[config.mk]
export PLATFORM = sky130hd
export DESIGN_NAME = uart_rx_fsm
export DESIGN_NICKNAME = d
export VERILOG_FILES = /design/src/rtl/uart_rx_pkg.sv /design/src/rtl/uart_rx_edge_bit_cnt.sv /design/src/rtl/uart_rx_fsm.sv
export SDC_FILE = /design/constraint.sdc
export NUM_CORES = 1
export LEC_CHECK = 0
export ABC_AREA = 1
export ABC_CLOCK_PERIOD_IN_PS = 2300
export BUFFER_PORTS_ARGS = -buffer_cell sky130_fd_sc_hd__buf_4
export CORE_ASPECT_RATIO = 1.2
export CORE_MARGIN = 1
export CORE_UTILIZATION = 36
export CTS_CLUSTER_DIAMETER = 40
export DETAILED_ROUTE_END_ITERATION = 8
export GPL_ROUTABILITY_DRIVEN = 0
export HOLD_SLACK_MARGIN = 0.15
export SLEW_MARGIN = 5
export SYNTH_ARGS = -nofsm -noshare
export SYNTH_HDL_FRONTEND = slang
export SYNTH_SLANG_ARGS = --single-unit
[constraint.sdc]
create_clock -name CLK -period 2.3 [get_ports CLK]
set_input_delay 0.115 -clock CLK [delete_from_list [all_inputs] [get_ports CLK]]
set_output_delay 0.115 -clock CLK [all_outputs]
set_load 0.05 [all_outputs]
[src/rtl/uart_rx_pkg.sv]
// Shared definitions for the UART receiver control path.
//   rx_state_e          : FSM state encoding
//   START_IDX..PAR_IDX  : bit indices within a frame as seen on BIT_CNT
//   PAR_EVEN / PAR_ODD  : encodings of the PAR_TYP input
//   par_error()         : parity check of a received parity bit
package uart_rx_pkg;

    typedef enum logic [2:0] {
        IDLE   = 3'd0,
        START  = 3'd1,
        DATA   = 3'd2,
        PARITY = 3'd3,
        STOP   = 3'd4
    } rx_state_e;

    localparam logic [3:0] START_IDX  = 4'd0;
    localparam logic [3:0] DATA_FIRST = 4'd1;
    localparam logic [3:0] DATA_LAST  = 4'd8;
    localparam logic [3:0] PAR_IDX    = 4'd9;

    localparam logic PAR_EVEN = 1'b0;
    localparam logic PAR_ODD  = 1'b1;

    // run_par is the XOR of the eight data bits. Even parity expects the
    // parity bit to equal it, odd parity expects its complement.
    function automatic logic par_error(input logic samp,
                                       input logic run_par,
                                       input logic par_typ);
        logic exp_bit;
        exp_bit = (par_typ == PAR_ODD) ? ~run_par : run_par;
        return samp != exp_bit;
    endfunction

endpackage

[src/rtl/uart_rx_edge_bit_cnt.sv]
// Oversample edge counter and frame bit counter for the UART receiver.
// Ports:
//   CLK, RST  : clock, asynchronous active-high reset
//   ENABLE    : counting enable (FSM outside IDLE); counters held at 0 when low
//   CLEAR     : synchronous clear, used when the FSM returns to IDLE
//   PRESCALE  : oversampling ratio (8, 16 or 32)
//   EDGE_CNT  : edge index within the current bit, 0..PRESCALE-1
//   BIT_CNT   : bit index within the frame
//   BIT_END   : high on the last oversample edge of a bit
module uart_rx_edge_bit_cnt
    import uart_rx_pkg::*;
#(
    parameter int PRESCALE_W = 6
) (
    input  logic                  CLK,
    input  logic                  RST,
    input  logic                  ENABLE,
    input  logic                  CLEAR,
    input  logic [PRESCALE_W-1:0] PRESCALE,
    output logic [PRESCALE_W-1:0] EDGE_CNT,
    output logic [3:0]            BIT_CNT,
    output logic                  BIT_END
);

    logic [PRESCALE_W-1:0] last_edge;

    // The compare stays at PRESCALE_W bits so PRESCALE=32 fits a 6-bit field.
    assign last_edge = PRESCALE - PRESCALE_W'(1);
    assign BIT_END   = ENABLE && (EDGE_CNT == last_edge);

    always_ff @(posedge CLK or posedge RST) begin
        if (RST) begin
            EDGE_CNT <= '0;
            BIT_CNT  <= START_IDX;
        end else if (!ENABLE || CLEAR) begin
            EDGE_CNT <= '0;
            BIT_CNT  <= START_IDX;
        end else if (BIT_END) begin
            EDGE_CNT <= '0;
            BIT_CNT  <= BIT_CNT + 4'd1;
        end else begin
            // If PRESCALE changes mid-frame the count may pass last_edge; it
            // then wraps through zero and meets last_edge again, so no lock-up.
            EDGE_CNT <= EDGE_CNT + PRESCALE_W'(1);
        end
    end

endmodule

[src/rtl/uart_rx_fsm.sv]
// Control FSM of the UART receiver: start-bit detection, bit timing,
// sampler/deserializer enables and in-line start/parity/stop checking.
// Ports:
//   CLK, RST     : clock, asynchronous active-high reset
//   RX_IN        : synchronised serial line, idles high
//   PAR_EN       : parity bit present
//   PAR_TYP      : 0 even, 1 odd parity
//   PRESCALE     : oversampling ratio (8, 16, 32)
//   SAMPLED_BIT  : majority-voted bit, valid at EDGE_CNT == PRESCALE-1
//   EDGE_CNT     : oversample edge index within the current bit
//   BIT_CNT      : bit index in frame (0 start, 1-8 data, 9 parity/stop, 10 stop)
//   DAT_SAMP_EN  : sampler enable (any state but IDLE)
//   DESER_EN     : deserializer enable (DATA state)
//   DATA_VALID   : one-cycle pulse after a clean frame
//   PAR_ERR      : parity error of the last frame
//   STP_ERR      : stop-bit error of the last frame
module uart_rx_fsm
    import uart_rx_pkg::*;
#(
    parameter int PRESCALE_W = 6
) (
    input  logic                  CLK,
    input  logic                  RST,
    input  logic                  RX_IN,
    input  logic                  PAR_EN,
    input  logic                  PAR_TYP,
    input  logic [PRESCALE_W-1:0] PRESCALE,
    input  logic                  SAMPLED_BIT,
    output logic [PRESCALE_W-1:0] EDGE_CNT,
    output logic [3:0]            BIT_CNT,
    output logic                  DAT_SAMP_EN,
    output logic                  DESER_EN,
    output logic                  DATA_VALID,
    output logic                  PAR_ERR,
    output logic                  STP_ERR
);

    rx_state_e state, state_nxt;
    logic      run_par, run_par_nxt;
    logic      par_err_nxt;
    logic      stp_err_nxt;
    logic      data_valid_nxt;
    logic      frame_clr;
    logic      bit_end;

    assign DAT_SAMP_EN = (state != IDLE);
    assign DESER_EN    = (state == DATA);

    uart_rx_edge_bit_cnt #(
        .PRESCALE_W (PRESCALE_W)
    ) u_cnt (
        .CLK      (CLK),
        .RST      (RST),
        .ENABLE   (DAT_SAMP_EN),
        .CLEAR    (frame_clr),
        .PRESCALE (PRESCALE),
        .EDGE_CNT (EDGE_CNT),
        .BIT_CNT  (BIT_CNT),
        .BIT_END  (bit_end)
    );

    always_ff @(posedge CLK or posedge RST) begin
        if (RST) begin
            state      <= IDLE;
            run_par    <= 1'b0;
            PAR_ERR    <= 1'b0;
            STP_ERR    <= 1'b0;
            DATA_VALID <= 1'b0;
        end else begin
            state      <= state_nxt;
            run_par    <= run_par_nxt;
            PAR_ERR    <= par_err_nxt;
            STP_ERR    <= stp_err_nxt;
            DATA_VALID <= data_valid_nxt;
        end
    end

    always_comb begin
        state_nxt      = state;
        run_par_nxt    = run_par;
        par_err_nxt    = PAR_ERR;
        stp_err_nxt    = STP_ERR;
        data_valid_nxt = 1'b0;
        frame_clr      = 1'b0;

        case (state)
            IDLE: begin
                // Flags of the previous frame are held until a new start bit.
                if (!RX_IN) begin
                    state_nxt   = START;
                    run_par_nxt = 1'b0;
                    par_err_nxt = 1'b0;
                    stp_err_nxt = 1'b0;
                end
            end

            START: begin
                if (bit_end) begin
                    // A start bit that reads back high was line noise.
                    if (SAMPLED_BIT) begin
                        state_nxt = IDLE;
                        frame_clr = 1'b1;
                    end else begin
                        state_nxt = DATA;
                    end
                end
            end

            DATA: begin
                if (bit_end) begin
                    run_par_nxt = run_par ^ SAMPLED_BIT;
                    if (BIT_CNT == DATA_LAST) begin
                        state_nxt = PAR_EN ? PARITY : STOP;
                    end
                end
            end

            PARITY: begin
                if (bit_end) begin
                    par_err_nxt = par_error(SAMPLED_BIT, run_par, PAR_TYP);
                    state_nxt   = STOP;
                end
            end

            STOP: begin
                if (bit_end) begin
                    stp_err_nxt    = ~SAMPLED_BIT;
                    data_valid_nxt = ~par_err_nxt & SAMPLED_BIT;
                    state_nxt      = IDLE;
                    frame_clr      = 1'b1;
                end
            end

            default: begin
                state_nxt = IDLE;
                frame_clr = 1'b1;
            end
        endcase
    end

endmodule

**Word level (Yosys, flattened, before mapping)**

Index checks and enable logic that the tools add are counted.

- Flip-flop bits (word level): 17
- Latch bits: 0
- RAM bits: 0
- Memory bits (read-only): 0
- Input port bits: 12
- Output and inout bits: 15
- Logic and storage cells: 69
- Memories: 0

- $add $sub $neg: 3
- Multiply operators: 0
- Div/mod/pow operators: 0
- $lt $le $gt $ge: 0
- Eq/ne operators: 13
- Shift-type cells: 0
- Mux-type cells: 27
- Bitwise gates (word level): 5
- Reductions and logical operators: 14

Operators by type and width:

| cell | count |
|---|---|
| two-way mux 3 bit | 7 |
| one-hot mux 3 bit (5 select lines) | 1 |
| two-way mux 6 bit | 2 |
| two-way mux 1 bit | 10 |
| AND reduction 3 bit | 3 |
| two-way mux 4 bit | 2 |
| inequality test 2 bit, second input constant | 4 |
| nonzero test 2 bit | 4 |
| adder 6 x 1 -> 6 bit, second input constant | 1 |
| equality test 3 x 2 -> 1 bit, second input constant | 2 |
| equality test 6 bit | 1 |
| one-hot mux 1 bit (2 select lines) | 3 |
| AND reduction 6 bit | 1 |
| subtractor 6 x 1 -> 6 bit, second input constant | 1 |
| adder 4 x 1 -> 4 bit, second input constant | 1 |
| equality test 4 bit, second input constant | 1 |
| inequality test 2 x 1 -> 1 bit, second input constant | 2 |
| equality test 3 x 1 -> 1 bit, second input constant | 1 |
| equality test 3 bit, second input constant | 1 |
| zero test 3 bit | 1 |
| NOT 1 bit | 3 |
| one-hot mux 1 bit (3 select lines) | 1 |
| nonzero test 3 bit | 1 |
| OR reduction 3 bit | 1 |
| other kinds (7) | 7 |

**Depth between registers and ports, before layout**

Gate-level depths: netlist (run 1).

- Word-level depth: 7
- Depth in mapped cells: 12
- Gate-level depth less buffers: 12

**Cells and area by module**

A second synthesis (run 1) with hierarchy kept.

- Cells, all modules: 168
- Area total of the unflattened synthesis: 1,247.4 um^2

Modules (own cells, without submodules):

| module | instances | cells each | area each (um^2) | sequential area each (um^2) |
|---|---|---|---|---|
| uart_rx_edge_bit_cnt | 1 | 97 | 760.7 | 250.2 |
| uart_rx_fsm | 1 | 71 | 486.7 | 175.2 |

**Worst setup path after synthesis (run 1)**

Ideal clock, no wire load.

- Kind: flip-flop to flip-flop
- From: register state[2]
- To: register state[1]
- Library setup time: 0.065 ns
- Arrival time: 1.778 ns
- Data required time: 2.235 ns
- Path slack: 0.457 ns
- Cell stages (with the launch flop): 8
- Path buffers: 0
- Period minus slack after synthesis: 1.843 ns
- Cells stage by stage: dfrtp_1 -> inv_2 -> nand2_1 -> nor2_1 -> nand2_1 -> o21ai_0 -> nand3_1 -> nand2_1

- Elaborated cells between the ends (all ways): 15
- Those cells by class: eq/ne (10); mux (1); reduce/logical (4)

RTL lines:

| element | RTL line | source |
|---|---|---|
| start, declared | uart_rx_fsm.sv:38 | `rx_state_e state, state_nxt;` |
| start signal, assigned | uart_rx_fsm.sv:70 | `state <= state_nxt;` |
| equality test 3 x 2 -> 1 bit * | -- |  |
| via DESER_EN | uart_rx_fsm.sv:32 | `output logic DESER_EN,` |
| inequality test 2 x 1 -> 1 bit (no source line) | -- |  |
| AND reduction 6 bit (no source line) | -- |  |

The timed path passes the listed nets; every way through them passes the cells marked *.
A chain may end at the register's enable or synchronous reset.

**Worst setup path in the final report (run 1)**

- From: register state[0]
- To: register state[1]

- Longest elaborated chain between the ends: 4
- Elaborated cells between the ends (all ways): 15
- Those cells by class: eq/ne (10); mux (1); reduce/logical (4)

Ends and longest elaborated chain:

| element | RTL line | source |
|---|---|---|
| nonzero test 3 bit | uart_rx_fsm.sv:46 | `assign DAT_SAMP_EN = (state != IDLE);` |
| logical AND 1 bit | uart_rx_edge_bit_cnt.sv:29 | `assign BIT_END = ENABLE && (EDGE_CNT == last_edge);` |
| inequality test 2 bit (no source line) / inequality test 2 x 1 -> 1 bit (equally long branches) | -- |  |
| AND reduction 6 bit (no source line) | -- |  |

Several ways; a longest one is shown, not always the timed one.

==> results of run 1 <==
[flip-flops by register name, summed over array words and instances (netlist names)]
| name | count |
|---|---|
| DATA_VALID | 1 |
| u_cnt.BIT_CNT | 4 |
| STP_ERR | 1 |
| PAR_ERR | 1 |
| state | 3 |
| u_cnt.EDGE_CNT | 6 |
| run_par | 1 |
[where the power goes]
group | switching (mW) | leakage, nW | total (mW) | internal (mW)
clock | 0.100 | 0.0228 | 0.223 | 0.123
sequential | 0.0778 | 0.232 | 0.435 | 0.358
combinational | 0.611 | 0.596 | 0.897 | 0.286
[layout by cell type, fill, tap and decap left out, drive strengths merged]
master and count:
inv 30, buf 26, nand3 21, xnor2 2
ha 4, dlygate4sd3 2, nand3b 1, clkbuf 4
o21ai 4, dfrtp 17, a21oi 3, xor2 4
a21boi 1, nor3b 2, nor3 4, nand4 5
nand2 66, nor2 28
[per-stage QoR]
stage               hold WS (ns)  cell area, sq um  utilization
global route               0.179              1620        0.474
CTS                        0.155              1620        0.474
finish                     0.164              1620        0.474
detailed placement         0.276              1560        0.455
floorplan                 0.0411              1320            -
global placement           0.267              1560        0.455
[routing by layer]
layer,vias up,track usage
met1,549,0.197
li1,665,-
met5,-,0
met2,25,0.287
met4,0,0.0915
met3,4,0.0246
[cell families (layout without fill, tap and decap cells)]
kind of cell	after synthesis	count (layout)
xor+xnor	6	6
simple gates	127	127
compound gates	8	8
buf+inv	30	62
flops	17	17
fa+ha+maj	4	4
[final timing paths]
kind | startpoint | end | slack [ns] | cells past startpoint
min | PAR_EN | state[2]$_DFFE_PP0P_ | 0.16 | 4
max | state[0]$_DFFE_PP0P_ | state[1]$_DFFE_PP0P_ | 0.71 | 9
min in group asynchronous | RST | u_cnt.EDGE_CNT[2]$_DFF_PP0_ | 0.51 | 3
max in group asynchronous | RST | u_cnt.BIT_CNT[3]$_DFFE_PP0P_ | 1.37 | 3
min reg2reg | PAR_ERR$_DFFE_PP0P_ | DATA_VALID$_DFF_PP0_ | 0.48 | 1
max reg2reg | state[0]$_DFFE_PP0P_ | state[1]$_DFFE_PP0P_ | 0.71 | 9
[worst register-to-register path: stages, from the launching register on]
cell and delay [ns]:
dfrtp_1 0.46, nor2_2 0.11, nand2_4 0.13, nand3_2 0.10, nor2_4 0.19, nand3_4 0.16
nand3_4 0.17, nand2_4 0.06, nand2_1 0.05, nand2_1 0.05
[area by class of cell]
class / instances / area, sq um / share of cell area
well taps: 37 / 46.3 / 0.0285
repair buffers: 28 / 215 / 0.133
flip-flops and latches: 17 / 425 / 0.262
multi-input cells: 145 / 777 / 0.479
clock buffers: 4 / 45.0 / 0.0278
inverters: 30 / 113 / 0.0694
==> summary.md, run 1 <==
| Metric | Value |
|---|---|
| Drt total wl | 2740 microns |
| Fill cell count | 352 |
| Die area | 3900 sq um |
| Clock root buffer master | clkbuf_8 |
| DP Worst Slack | 0.616 ns |
| Slowest library cell on the worst path | dfrtp_1 |
| Cell Rows | 23 |
| Max Fclk | 0.630 GHz |
| ANT nets after route | 0 |
| Vias in the first global route | 1,160 |
| Vias per cell | 4.76 |
| Die Ht | 68.2 microns |
| I/O pin count | 27 |
| Initial Util | 0.384 |
| Syn avg cell area | 6.85 sq um |
| Rel. slew slack | 0.556 |
| Post-layout minimum cycle time | 1.59 ns |
| Sink Count | 17 |
| Power per Cell Area | 960 nW/um^2 |
| TritonCTS clock tree | yes |
| Max cap viols | 0 |
| IO buf count | 26 |
| Worst IR drop on VDD | 0.000439 V |
| EDFF count, synth | 0 |
| Post-Syn Area | 1320 sq um |
| Max Used Layer | met4 |
| Crit path max-delay family | simple AND/OR/NAND/NOR gates |
| Total negative slack | 0 ns |
| Net count, final | 241 |
| Max-slew violation count | 0 |
| CP Max Fanout | 10 |
| Initial antenna violation count | 0 |
| Critical Path Source Type | register |
| Synth Area in Compound Gates | 0.0495 |
| Met3 WL | 88 microns |
| Setup violations, final | 0 |
| Total CTS buffers | 3 |
| Period utilisation layout | 0.690 |
| Ys Warns | 0 |
| Top cell type by total area after synthesis | dfrtp_1 |
| Ys flop type | dfrtp_1 |
| First-pass GRT wire length | 4860 microns |
| H-tree depth | 1 |
| CTS Hold Bufs | 2 |
| XOR/XNOR share of the synthesized area | 0.0400 |
| Most frequent cell after synthesis | nand2_1 |
| Die width | 57.2 microns |
| DR vias | 1,243 |
| Core box area | 3420 sq um |
| Post-CTS Setup Bufs | 0 |
| Seq/Total Area, Yosys | 0.324 |
| Worst path cell trace | nor2_2 > nand2_4 > nand3_2 > nor2_4 > nand3_4 > nand3_4 > nand2_4 > nand2_1 > nand2_1 |
| Ant diodes | 0 |
| Asr flop ratio synth | 1.00 |
| #FFs+latches synth | 17 |
| Met1 WL | 1290 microns |
| Cell Count, Final, Fillers Out | 261 |
| Placed Cells | 255 |
| Slew @ Worst Pin | 0.665 ns |
| Hpwl dp | 2200 microns |
| Combinational family with the most area after synthesis | simple AND/OR/NAND/NOR gates |
| Share of the synthesized area in the top cell type | 0.324 |
| CTS max path bufs | 2 |
| Clk slew on worst S/H paths | 0.07 ns |
| CP max stage delay | 0.46 ns |
| Fraction of the mapped netlist area in adder cells | 0.0381 |
| Min-Delay Path Class | input pin to register |
| RSZ-0062 raised after global routing | no |
| Share of cells above drive strength 1 | 0.205 |
| Final hold vios | 0 |
| Tot Pwr | 1.56 mW |
| Mux cell area share after synthesis | 0 |
| Max Clock Skew | 0.00196 ns |
| Worst setup EP type | register |
| Net count after synthesis | 208 |
| Routed wl met2 | 1310 microns |
| CTS resizes | 0 |
| Synth Area in Simple Gates | 0.463 |
| Residual DRC | 4 |
| Status | finished, violations left |
| Crit path kind | register to register |
| Clock Latency Late Sink | 0.25 ns |
| Pin count of the biggest net entering global routing | 18 |
| Leakage | 0.850 nW |
| Failing checks | design-rule violations |
| Total track usage | 0.165 |
| Area Growth Syn to Fin | 23.3% |
| Synth Instances | 192 |
| Final WS setup | 0.714 ns |
| Routed len/inst | 10.5 microns |
| Area contributors post-synth | dfrtp_1 32%, nand2_1 17%, inv_1 7.7% |
| GRT Residual Overflow | 0 |
| Cell variety after synth | 24 |
| WP buf/inv | 0 |
| 1st-iter DRT viols | 44 |
| Worst EP arrival | 1.73 ns |
| Top cells by count, synth | 61 x nand2_1, 27 x inv_1, 26 x nor2_1 |
| Critical Path RT | 2.44 ns |
| Pre-antenna DRT Iters | 6 |
Note: power is estimated with default switching activity, not from simulation.
==> run 2, diff against run 1 <==
Settings changed: ABC_CLOCK_PERIOD_IN_PS 2300 to 1600.
Clock period 2.3 ns to 1.6 ns, I/O delays scaled along.
==> run 2 against run 1 <==
Sequential share of layout area fell by 2.1 points. Combinational power rose by 77%. Register-to-register slack got worse by 0.66 ns. The run still ends with design-rule violations left. Hold slack improved by 0.084 ns. Core utilization rose by 4.9 points. Cell count rose by 6.1%. First-iteration DRC count rose by 45%. Flip-flop and latch count did not move. Wire length rose by 12%. Critical path type unchanged.
==> summary.md, run 2 (synthesis results as in run 1) <==
| Metric | Value |
|---|---|
| Worst setup EP type | register |
| Clk slew on worst S/H paths | 0.07 ns (about the same) |
| GRT Residual Overflow | 0 (unchanged) |
| Die Ht | 68.2 microns (unchanged) |
| Post-layout minimum cycle time | 1.55 ns (-0.0410 ns) |
| Design area | 1790 sq um (+10%) |
| Most frequent cells in the layout | 57 x nand2_1, 40 x buf_4, 25 x inv_1 |
| Drt total wl | 3060 microns (+12%) |
| Leakage | 0.925 nW (+8.8%) |
| Max Clock Skew | 0.000968 ns (-0.000989 ns) |
| Worst EP arrival | 1.73 ns (about the same) |
| Core box area | 3420 sq um (unchanged) |
| Crit path kind | register to register |
| Power per Cell Area | 1420 nW/um^2 (+47%) |
| Total track usage | 0.178 (+0.0131) |
| Clock root buffer master | clkbuf_8 |
| Worst path cell trace | nand2_1 > nand3_2 > a21oi_4 > nand3_4 > buf_4 > xor2_1 > nor2_1 |
| Biggest regs | u_cnt.EDGE_CNT (6), u_cnt.BIT_CNT (4), state (3) |
| Clock Latency Late Sink | 0.25 ns (about the same) |
| Fill cell count | 347 (-1.4%) |
| Origin of the critical flop-to-flop path | u_cnt.EDGE_CNT[3]$_DFF_PP0_ |
| Routed len/inst | 11.0 microns (+5.3%) |
| Critical Path Source Type | register |
| Area Growth Syn to Fin | 36.2% |
| Failing checks | design-rule violations |
| DR vias | 1,349 (+8.5%) |
| Share of cells above drive strength 1 | 0.317 (+0.111) |
| Tot Pwr | 2.53 mW (+63%) |
| Status | finished, violations left |
| TritonCTS clock tree | yes |
| Period utilisation layout | 0.966 (+0.276) |
| IO buf count | 26 (unchanged) |
| Rel. slew slack | 0.548 (-0.00838) |
| Vias in the first global route | 1,259 (+8.5%) |
| Crit path from | u_cnt.EDGE_CNT[3]$_DFF_PP0_ |
| Slowest library cell on the worst path | dfrtp_2 |
| Fin Hold WS | 0.248 ns (+0.0841 ns) |
| Initial Util | 0.384 (unchanged) |
| Total negative slack | 0 ns (unchanged) |
| Largest register FFs | 6 (unchanged) |
| Most flops, register | u_cnt.EDGE_CNT |
| CTS max path bufs | 2 (unchanged) |
| RSZ-0062 raised after global routing | yes |
| CP Max Fanout | 8 (-2) |
| Slew @ Worst Pin | 0.678 ns (+0.0125 ns) |
| Total CTS buffers | 3 (unchanged) |
| Pre-antenna DRT Iters | 6 (unchanged) |
| ANT nets after route | 0 (unchanged) |
| Sink Count | 17 (unchanged) |
| Vias per cell | 4.87 (+2.3%) |
| Final hold vios | 0 (unchanged) |
| Pin count of the biggest net entering global routing | 18 (unchanged) |
| Residual DRC | 4 (unchanged) |
| Min-Delay Startpoint | PAR_TYP |
| Worst IR drop on VDD | 0.000837 V (+91%) |
| Min-Delay Path Class | input pin to register |
| Ant diodes | 0 (unchanged) |
| 1st-iter DRT viols | 64 (+45%) |
| Die area | 3900 sq um (unchanged) |
| Hpwl dp | 2320 microns (+5.2%) |
| Max cap viols | 0 (unchanged) |
| I/O pin count | 27 (unchanged) |
| Critical Path RT | 1.79 ns (-0.65 ns) |
| Net count, final | 257 (+6.6%) |
| Cell Rows | 23 (unchanged) |
| CP max stage delay | 0.42 ns (-0.04 ns) |
| Die width | 57.2 microns (unchanged) |
| Setup violations, final | 0 (unchanged) |
| Max Fclk | 0.647 GHz (+2.7%) |
| Initial antenna violation count | 0 (unchanged) |
| Placed instance area | 1620 sq um (+3.9%) |
| H-tree depth | 1 (unchanged) |
| Commonest non-fill, non-tap cell in the layout | nand2_1 |
| First-pass GRT wire length | 5300 microns (+8.9%) |
| Max-slew violation count | 0 (unchanged) |
| Final Core Density | 0.523 (+0.0493) |
## run 2: cell count changes in the layout (fill, tap and decap cells not counted), moves of 2 or more
cell | previous run | this run
buf_4 | 26 | 40
dfrtp_1 | 17 | 12
dfrtp_2 | 0 | 5
nand2_1 | 61 | 57
nand2_2 | 2 | 6
nor2_1 | 26 | 23
inv_1 | 27 | 25
inv_2 | 3 | 5
nor2_2 | 1 | 3
## run 2: critical path: cells and delay by family, from the launching register on
kind / cells / cell delay [ns]
compound gates: 1 / 0.24
xor+xnor: 1 / 0.13
simple gates: 4 / 0.51
buf+inv: 1 / 0.17
flops: 1 / 0.42
## run 2: area by class of cell
| cell class | instances | area (sq um) | area share |
|---|---|---|---|
| Inverter | 30 | 113 | 0.0629 |
| Timing Repair Buffer | 44 | 350 | 0.196 |
| Clock buffer | 4 | 45.0 | 0.0252 |
| Tap cell | 37 | 46.3 | 0.0259 |
| Multi-Input combinational cell | 145 | 805 | 0.449 |
| Sequential cell | 17 | 432 | 0.241 |
## run 2: what timing repair did
action	CTS	global route
setup buffers	0	8
hold endpoints to repair	20	0
hold buffers	3	0
gates resized for setup	0	10
setup endpoints to repair	0	13
## run 2: routing by layer
metal | track usage | vias to the layer above | part of all wire | wire [microns]
li1 | - | 701 | - | -
met4 | 0.0823 | 0 | 0.019 | 59
met3 | 0.0227 | 5 | 0.031 | 95
met5 | 0 | - | 0 | 0
met1 | 0.229 | 620 | 0.47 | 1450
met2 | 0.300 | 23 | 0.47 | 1450
## run 2: power by group
group	switching (mW)	total, mW	internal [mW]
combinational	0.976	1.59	0.613
clock	0.154	0.331	0.177
sequential	0.0932	0.614	0.520
total	1.22	2.53	1.31
## run 2: worst paths after layout
kind / cells past startpoint / to / slack, ns
worst max-delay path: 7 / u_cnt.BIT_CNT[0]$_DFFE_PP0P_ / 0.05
worst min-delay path: 5 / PAR_ERR$_DFFE_PP0P_ / 0.25
worst max register to register: 7 / u_cnt.BIT_CNT[0]$_DFFE_PP0P_ / 0.05
worst min register to register: 1 / DATA_VALID$_DFF_PP0_ / 0.47
max in group asynchronous: 3 / u_cnt.EDGE_CNT[3]$_DFF_PP0_ / 0.65
min in group asynchronous: 3 / u_cnt.EDGE_CNT[2]$_DFF_PP0_ / 0.48
## run 2: per-stage QoR
step,setup WS [ns],instances
6_report,0.0546,277
5_1_grt,-0.0517,277
4_1_cts,0.0464,269
3_5_place_dp,-0.00413,262
3_3_place_gp,0.0414,262
2_1_floorplan,0.0216,192
